## src/rtl/plru_pkg.sv

```systemverilog
// plru_pkg: shared tree-PLRU helpers for WAYS-way caches.
// State vectors are carried at a maximum width (MAX_WAYS-1 node bits) and the
// real associativity is passed as an argument, so one set of functions serves
// every cache block regardless of its WAYS parameter. With a constant 'ways'
// argument, the loops unroll into plain combinational logic.
//   plru_left/right : heap child index of a node
//   plru_is_pow2    : legality check for WAYS/SETS
//   plru_victim     : lowest invalid way, else walk node bits from the root
//   plru_touch      : point every node on the way's path away from it
package plru_pkg;

  localparam int MAX_WAYS   = 64;
  localparam int MAX_NODES  = MAX_WAYS - 1;
  localparam int MAX_LEVELS = 6;

  typedef logic [MAX_NODES-1:0] plru_state_t;
  typedef logic [MAX_WAYS-1:0]  plru_mask_t;

  function automatic int plru_left(input int n);
    return 2 * n + 1;
  endfunction

  function automatic int plru_right(input int n);
    return 2 * n + 2;
  endfunction

  function automatic bit plru_is_pow2(input int v);
    return (v >= 2) && ((v & (v - 1)) == 0);
  endfunction

  function automatic int plru_victim(input int ways, input plru_state_t state,
                                     input plru_mask_t valid_mask);
    int  way;
    int  node;
    int  levels;
    bit  found;
    way    = 0;
    node   = 0;
    found  = 1'b0;
    levels = $clog2(ways);
    for (int w = 0; w < MAX_WAYS; w++) begin
      if (w < ways && !found && !valid_mask[w]) begin
        way   = w;
        found = 1'b1;
      end
    end
    if (!found) begin
      for (int lvl = 0; lvl < MAX_LEVELS; lvl++) begin
        if (lvl < levels) begin
          node = state[node] ? plru_right(node) : plru_left(node);
        end
      end
      // Leaves occupy heap indices ways-1 .. 2*ways-2, left to right.
      way = node - (ways - 1);
    end
    return way;
  endfunction

  function automatic plru_state_t plru_touch(input int ways, input plru_state_t state,
                                             input int way);
    plru_state_t next;
    int          node;
    int          levels;
    bit          go_right;
    next   = state;
    node   = 0;
    levels = $clog2(ways);
    for (int lvl = 0; lvl < MAX_LEVELS; lvl++) begin
      if (lvl < levels) begin
        // Way index bits, MSB first, select the branch at each level.
        go_right   = ((way >> (levels - 1 - lvl)) & 1) != 0;
        // Accessed on the right -> LRU side is left (0), and vice versa.
        next[node] = !go_right;
        node       = go_right ? plru_right(node) : plru_left(node);
      end
    end
    return next;
  endfunction

endpackage

```

## src/rtl/plru_tree_logic.sv

```systemverilog
// plru_tree_logic: combinational PLRU logic for one set.
//   state_i      : node bits of the set (heap order)
//   valid_mask_i : valid bits, bit w = way w
//   touch_way_i  : way being accessed
//   victim_o     : way to replace for this state/mask
//   next_state_o : state after touching touch_way_i
module plru_tree_logic
  import plru_pkg::*;
#(
  parameter int WAYS  = 4,
  parameter int WAY_W = $clog2(WAYS)
) (
  input  logic [WAYS-2:0]  state_i,
  input  logic [WAYS-1:0]  valid_mask_i,
  input  logic [WAY_W-1:0] touch_way_i,
  output logic [WAY_W-1:0] victim_o,
  output logic [WAYS-2:0]  next_state_o
);

  assign victim_o     = WAY_W'(plru_victim(WAYS, plru_state_t'(state_i),
                                           plru_mask_t'(valid_mask_i)));
  assign next_state_o = (WAYS-1)'(plru_touch(WAYS, plru_state_t'(state_i),
                                             int'(touch_way_i)));

endmodule

```

## src/rtl/plru_tree_array.sv

```systemverilog
// plru_tree_array: per-set tree-PLRU state with registered victim output.
//   clk_i, rst_n_i          : clock, synchronous active-low reset
//   lookup_valid_i/set_i    : victim request for a set
//   way_valid_i             : valid bits of the looked-up set
//   victim_valid_o/way_o    : victim, one cycle after the lookup
//   update_valid_i/set_i/way_i : hit or fill access to record
module plru_tree_array
  import plru_pkg::*;
#(
  parameter int WAYS  = 4,
  parameter int SETS  = 16,
  parameter int WAY_W = $clog2(WAYS),
  parameter int SET_W = $clog2(SETS)
) (
  input  logic             clk_i,
  input  logic             rst_n_i,
  input  logic             lookup_valid_i,
  input  logic [SET_W-1:0] lookup_set_i,
  input  logic [WAYS-1:0]  way_valid_i,
  output logic             victim_valid_o,
  output logic [WAY_W-1:0] victim_way_o,
  input  logic             update_valid_i,
  input  logic [SET_W-1:0] update_set_i,
  input  logic [WAY_W-1:0] update_way_i
);

  generate
    if (!plru_is_pow2(WAYS) || WAYS > MAX_WAYS) begin : g_bad_ways
      $error("plru_tree_array: WAYS must be a power of 2 in 2..%0d", MAX_WAYS);
    end
    if (!plru_is_pow2(SETS)) begin : g_bad_sets
      $error("plru_tree_array: SETS must be a power of 2, at least 2");
    end
  endgenerate

  logic [WAYS-2:0]  state_q [SETS];
  logic [WAYS-2:0]  upd_state_d;
  logic [WAYS-2:0]  lkp_state;
  logic [WAY_W-1:0] victim_d;
  logic [WAY_W-1:0] victim_way_q;
  logic             victim_valid_q;
  logic [WAY_W-1:0] upd_victim_unused;
  logic [WAYS-2:0]  lkp_next_unused;

  plru_tree_logic #(.WAYS(WAYS), .WAY_W(WAY_W)) u_update (
    .state_i      (state_q[update_set_i]),
    .valid_mask_i ({WAYS{1'b1}}),
    .touch_way_i  (update_way_i),
    .victim_o     (upd_victim_unused),
    .next_state_o (upd_state_d)
  );

  // A same-cycle update to the looked-up set is forwarded so the victim
  // reflects the access the controller is recording right now.
  assign lkp_state = (update_valid_i && update_set_i == lookup_set_i)
                     ? upd_state_d : state_q[lookup_set_i];

  plru_tree_logic #(.WAYS(WAYS), .WAY_W(WAY_W)) u_lookup (
    .state_i      (lkp_state),
    .valid_mask_i (way_valid_i),
    .touch_way_i  ('0),
    .victim_o     (victim_d),
    .next_state_o (lkp_next_unused)
  );

  always_ff @(posedge clk_i) begin
    for (int s = 0; s < SETS; s++) begin
      if (!rst_n_i) begin
        state_q[s] <= '0;
      end else if (update_valid_i && update_set_i == SET_W'(s)) begin
        state_q[s] <= upd_state_d;
      end
    end
  end

  always_ff @(posedge clk_i) begin
    if (!rst_n_i) begin
      victim_valid_q <= 1'b0;
      victim_way_q   <= '0;
    end else begin
      victim_valid_q <= lookup_valid_i;
      if (lookup_valid_i) begin
        victim_way_q <= victim_d;
      end
    end
  end

  assign victim_valid_o = victim_valid_q;
  assign victim_way_o   = victim_way_q;

endmodule

```

## config.mk

```make
export PLATFORM = sky130hd
export DESIGN_NAME = plru_tree_array
export DESIGN_NICKNAME = d
export VERILOG_FILES = /design/src/rtl/plru_pkg.sv /design/src/rtl/plru_tree_logic.sv /design/src/rtl/plru_tree_array.sv
export SDC_FILE = /design/constraint.sdc
export NUM_CORES = 1
export LEC_CHECK = 0
export CORE_AREA = 2 2 78 80
export CTS_CLUSTER_DIAMETER = 60
export CTS_CLUSTER_SIZE = 10
export DETAILED_ROUTE_END_ITERATION = 8
export DIE_AREA = 0 0 80 82
export PLACE_DENSITY = 0.75
export SLEW_MARGIN = 20
export SYNTH_ARGS = -nofsm -noshare
export SYNTH_HDL_FRONTEND = slang
export SYNTH_HIERARCHICAL = 1
export SYNTH_SLANG_ARGS = --single-unit
```

## constraint.sdc

```tcl
create_clock -name clk_i -period 3.4 [get_ports clk_i]
set_clock_uncertainty 0.15 [all_clocks]
set_input_delay 0.51 -clock clk_i [delete_from_list [all_inputs] [get_ports clk_i]]
set_output_delay 0.51 -clock clk_i [all_outputs]
set_load 0.01 [all_outputs]
```

* Word level (Yosys, flattened, before mapping)
Memories as Yosys holds them, arrays and structs flattened.
Index checks and enable logic that the tools add are counted.
** Storage, ports and cells
- Flip-flop bits (word level) :: 3
- Memory bits (writable) :: 48
- Input bits :: 18
- Memories :: 1
** Memory list
- state_q :: depth 16, width 3, read ports 2, clocked after Yosys merged registers in 0, write ports 16, line plru_tree_array.sv:36 : logic [WAYS-2:0] state_q [SETS];
** Cells by class
- $add $sub $neg :: 3
- $lt $le $gt $ge :: 3
- Equal/unequal tests :: 16
- Mux-type cells :: 85
- Bitwise operators :: 16
- Reduce and logical (&&, ||, !) cells :: 29
** Operators with widths (number)
- $lt 32x8->1 const B :: 2
- $bwmux 63 :: 1
- $mux 1 :: 57
- $mux 3 :: 17
- $eq 4x4->1 const B :: 8
- $ge 32x1->1 const B :: 1
- $mux 32 :: 1
- $logic_and 1x1->1 :: 21
- $eq 4x3->1 const B :: 4
- $or 1x1->1 :: 16
- $mux 2 :: 7
- $eq 4x2->1 const B :: 2
- $logic_not 1->1 :: 7
- $bmux 1 s6 :: 1
- $demux 1 s6 :: 1
- $add 2x2->2 const B :: 2
- $eq 4x1->1 const B :: 1
- $eq 4x4->1 :: 1
- $logic_not 4->1 :: 1
- $sub 2x1->2 const B :: 1

* Depth between registers and ports, before layout
- Word-level depth :: 17
- Depth in mapped cells :: 11
- Gate-level depth less buffers :: 9

* By module
Netlist, hierarchy kept.
** By module, submodules not included
- plru_tree_array :: instances 1, cells each 212, area an instance 3010.4 um^2
- plru_tree_logic :: instances 2, cells each 12, area an instance 67.6 um^2

* Worst setup path after synthesis
OpenSTA, ideal clock, no wires.
- Kind :: input port to flip-flop
- Start point :: in update_set_i[1]
- End point :: reg victim_way_q[0] (netlist: victim_way_o[0])
- Library setup time :: 116 ps
- Arrival time :: 2618 ps
- Data required time :: 3134 ps
- Path slack :: 516 ps
- Stages :: 11
- Path through :: clkbuf_1 -> buf_2 -> mux4_2 -> mux4_2 -> nor2b_1 -> a21oi_1 -> mux2_2 -> mux2i_1 -> a311oi_1 -> mux2i_1 -> nor2b_1
** RTL lines
- from (decl) :: line plru_tree_array.sv:23 : input logic [SET_W-1:0] update_set_i,
- $mem_v2 16x3
- $bwmux 63 :: line plru_pkg.sv:73 : next[node] = !go_right;
- net upd_state_d[1] :: line plru_tree_array.sv:37 : logic [WAYS-2:0] upd_state_d;
- $mux 3 :: line plru_tree_array.sv:56 : ? upd_state_d : state_q[lookup_set_i];
- net lkp_state[1] :: line plru_tree_array.sv:38 : logic [WAYS-2:0] lkp_state;
- $bmux 1 s6 :: line plru_pkg.sv:50 : node = state[node] ? plru_right(node) : plru_left(node);
- $mux 1 (not written as such) (2 in series) :: line plru_pkg.sv:50
- $mux 2 :: line plru_pkg.sv:50
- $mux 2 :: line plru_pkg.sv:47 : if (!found) begin
- $sub 2x1->2 :: line plru_pkg.sv:54 : way = node - (ways - 1);
- $mux 2 :: line plru_pkg.sv:47
- net victim_d[0] :: line plru_tree_array.sv:39 : logic [WAY_W-1:0] victim_d;
- to (signal assigned) :: line plru_tree_array.sv:83 : victim_way_q <= victim_d;
- to (decl) :: line plru_tree_array.sv:40 : logic [WAY_W-1:0] victim_way_q;
The timed path passes the listed nets, and every way through them passes these cells. The select of a mux whose other input is x is not followed.
A chain may end at the register's enable or synchronous reset.

* Worst setup path after layout
- Start point :: in update_set_i[0]
- End point :: reg victim_way_q[0] (netlist: victim_way_o[0])
Same word-level chain as after synthesis.

==> flow_metrics.env <==
export IMPL_status="finished, final reports clean"
export IMPL_dp_hpwl_um=4605
export IMPL_cts_tree="built"
export IMPL_period_needed_ps=3072
export IMPL_insertion_delay_ps=300
export IMPL_final_nets=256
export IMPL_grt_max_degree=24
export IMPL_cp_num_buf_inv=2
export IMPL_grt_pass1_wl_um=9729
export IMPL_overflow=0
export IMPL_worstPathCellList="clkdlybuf4s50_1 > buf_12 > mux4_1 > mux4_2 > nor2b_1 > a21oi_1 > mux2_2 > mux2i_1 > a311oi_1 > mux2i_1 > nor2b_1"
export IMPL_core_area_um2=5746
export IMPL_drc=0
export IMPL_grt_pass1_vias=1866
export IMPL_stdcell_count=314
export IMPL_p_leak_nw=1.269
export IMPL_r2r_setup_slack_ps=840
export IMPL_netlist_instances=217
export IMPL_hold_class="reg2reg"
export IMPL_rsz0062_at_grt="false"
export IMPL_startpoint_type="primary input"
export IMPL_cpMaxStageDelayCell="mux4_1"
export IMPL_drt_wl_total_um=6411
export IMPL_antenna_cells=0
export IMPL_holdBufCountCts=0
export IMPL_crit_fanout=13
export IMPL_wl_per_cell_um=20.42
export IMPL_clockRootBuffer="clkbuf_8"
export IMPL_required_ps=3450
export IMPL_fin_tns_setup_ps=0
export IMPL_period_share_pct=90.35
export IMPL_cts_path_max_buffers=2
export IMPL_report_final_slew_viol_count=0
export IMPL_numCtsBuffers=5
export IMPL_max_freq_mhz=325.5
export IMPL_setup_violations_final=0
export IMPL_mostFrequentLayoutCells="and2_1, edfxtp_1, clkdlybuf4s50_1"
export IMPL_die_w_um=80
export IMPL_crit_family="multiplexers"
export IMPL_portBuffers=20
export IMPL_worstMarginPinSlew_ps=751.1
export IMPL_antenna_found_initial=0
export IMPL_syn_to_final_growth_pct=13.78
export IMPL_cp_end_kind="register"
export IMPL_avgSynthCellArea_um2=13.60
export IMPL_cts_sinks=51
export IMPL_hold_viol_final=0
export IMPL_nFillCells=453
export IMPL_placed_cells=306
export IMPL_post_cts_setup_buffers=0
export IMPL_hold_path_startpoint="victim_way_o[0]"
export IMPL_holdWs_ps=380.8
export IMPL_fin_ws_ps=328.3
export IMPL_drive_gt1_share_pct=11.30
export IMPL_cts_resized=0
export IMPL_io_pins=21
export IMPL_ys_warn_count=6
export IMPL_cp_slowest_stage_delay_ps=560
export IMPL_drt_iter0_markers=193
export IMPL_peakVddDrop_v=0.0002364
export IMPL_power_density_nw_per_um2=398.2
export IMPL_r2r_start="state_q[10][1]"
export IMPL_holdPathEnd="victim_way_o[0]"
export IMPL_track_usage_pct=20.70
export IMPL_place_gp_congestion=0.8851
export IMPL_critPathKind="in2reg"
export IMPL_p_total_mw=1.337
export IMPL_slew_headroom_pct=49.77
export IMPL_vias=1888
export IMPL_place_ws_ps=20.59
export IMPL_worst_r2r_endpoint="victim_way_o[0]"
export IMPL_die_y_um=82
export IMPL_viasPerCell=6.013
export IMPL_htreeDepth=2
export IMPL_holdPathStages=2
export IMPL_clkTransAtPathRegs_ps=90
export IMPL_start_util_pct=51.35
export IMPL_rows=28
export IMPL_syn_area_um2=2950
export IMPL_r2r_cells=9
export IMPL_ant_nets=0
export IMPL_dr_pass1_iters=4
export IMPL_syn_nets=235
export IMPL_cap_violations=0
export IMPL_mostFrequentLayoutCell="and2_1"
export IMPL_dieArea_um2=6560
export IMPL_cp_data_arrival_time_ps=3120
-- metrics by stage --
step | util, % | area [um^2]
2_1_floorplan | - | 2950
3_3_place_gp | 56.55 | 3249
3_5_place_dp | 56.55 | 3249
4_1_cts | 58.43 | 3357
5_1_grt | 58.43 | 3357
6_report | 58.43 | 3357
-- worst max path at each step --
stage	from	endpoint	slack (ps)	cells past startpoint
after CTS	update_set_i[0]	victim_way_o[0]	330	11
final	update_set_i[0]	victim_way_o[0]	330	11
after floorplan	update_set_i[0]	victim_way_o[0]	620	11
after global routing	update_set_i[0]	victim_way_o[0]	220	11
after detailed placement	update_set_i[0]	victim_way_o[0]	20	11
after global placement	update_set_i[0]	victim_way_o[0]	60	11
-- where the power goes --
part	internal, mW	switching (mW)	total [mW]
combinational	0.0969	0.0946	0.192
clock	0.216	0.199	0.414
sequential	0.716	0.0152	0.731
-- sequential cells by signal (all words and copies together) (netlist names) --
name	count
state_q	48
victim_valid_o	1
victim_way_o	2
-- per-layer routing --
metal	global-route usage, %	wire (um)	up-vias
li1	-	-	858
met3	3.297	425	13
met1	26.29	2671	923
met4	7.458	146	0
met5	0	0	-
met2	36.17	3168	94
-- worst register-to-register path: cells and delay by family, from the launching register on --
kind,cells,cell delay (ps)
compound gates,2,170
simple gates,2,170
mux,5,1540
flops,1,430
-- final cells by class --
type,count,area (um^2),share of cell area [%]
flip-flops and latches,51,1501,44.73
clock buffers,5,68.82,2.050
clock inverters,3,38.79,1.155
inverters,3,11.26,0.3354
well taps,75,93.84,2.795
repair buffers,30,300.3,8.945
multi-input cells,147,1343,39.99
(Power assumes the default switching activity.)
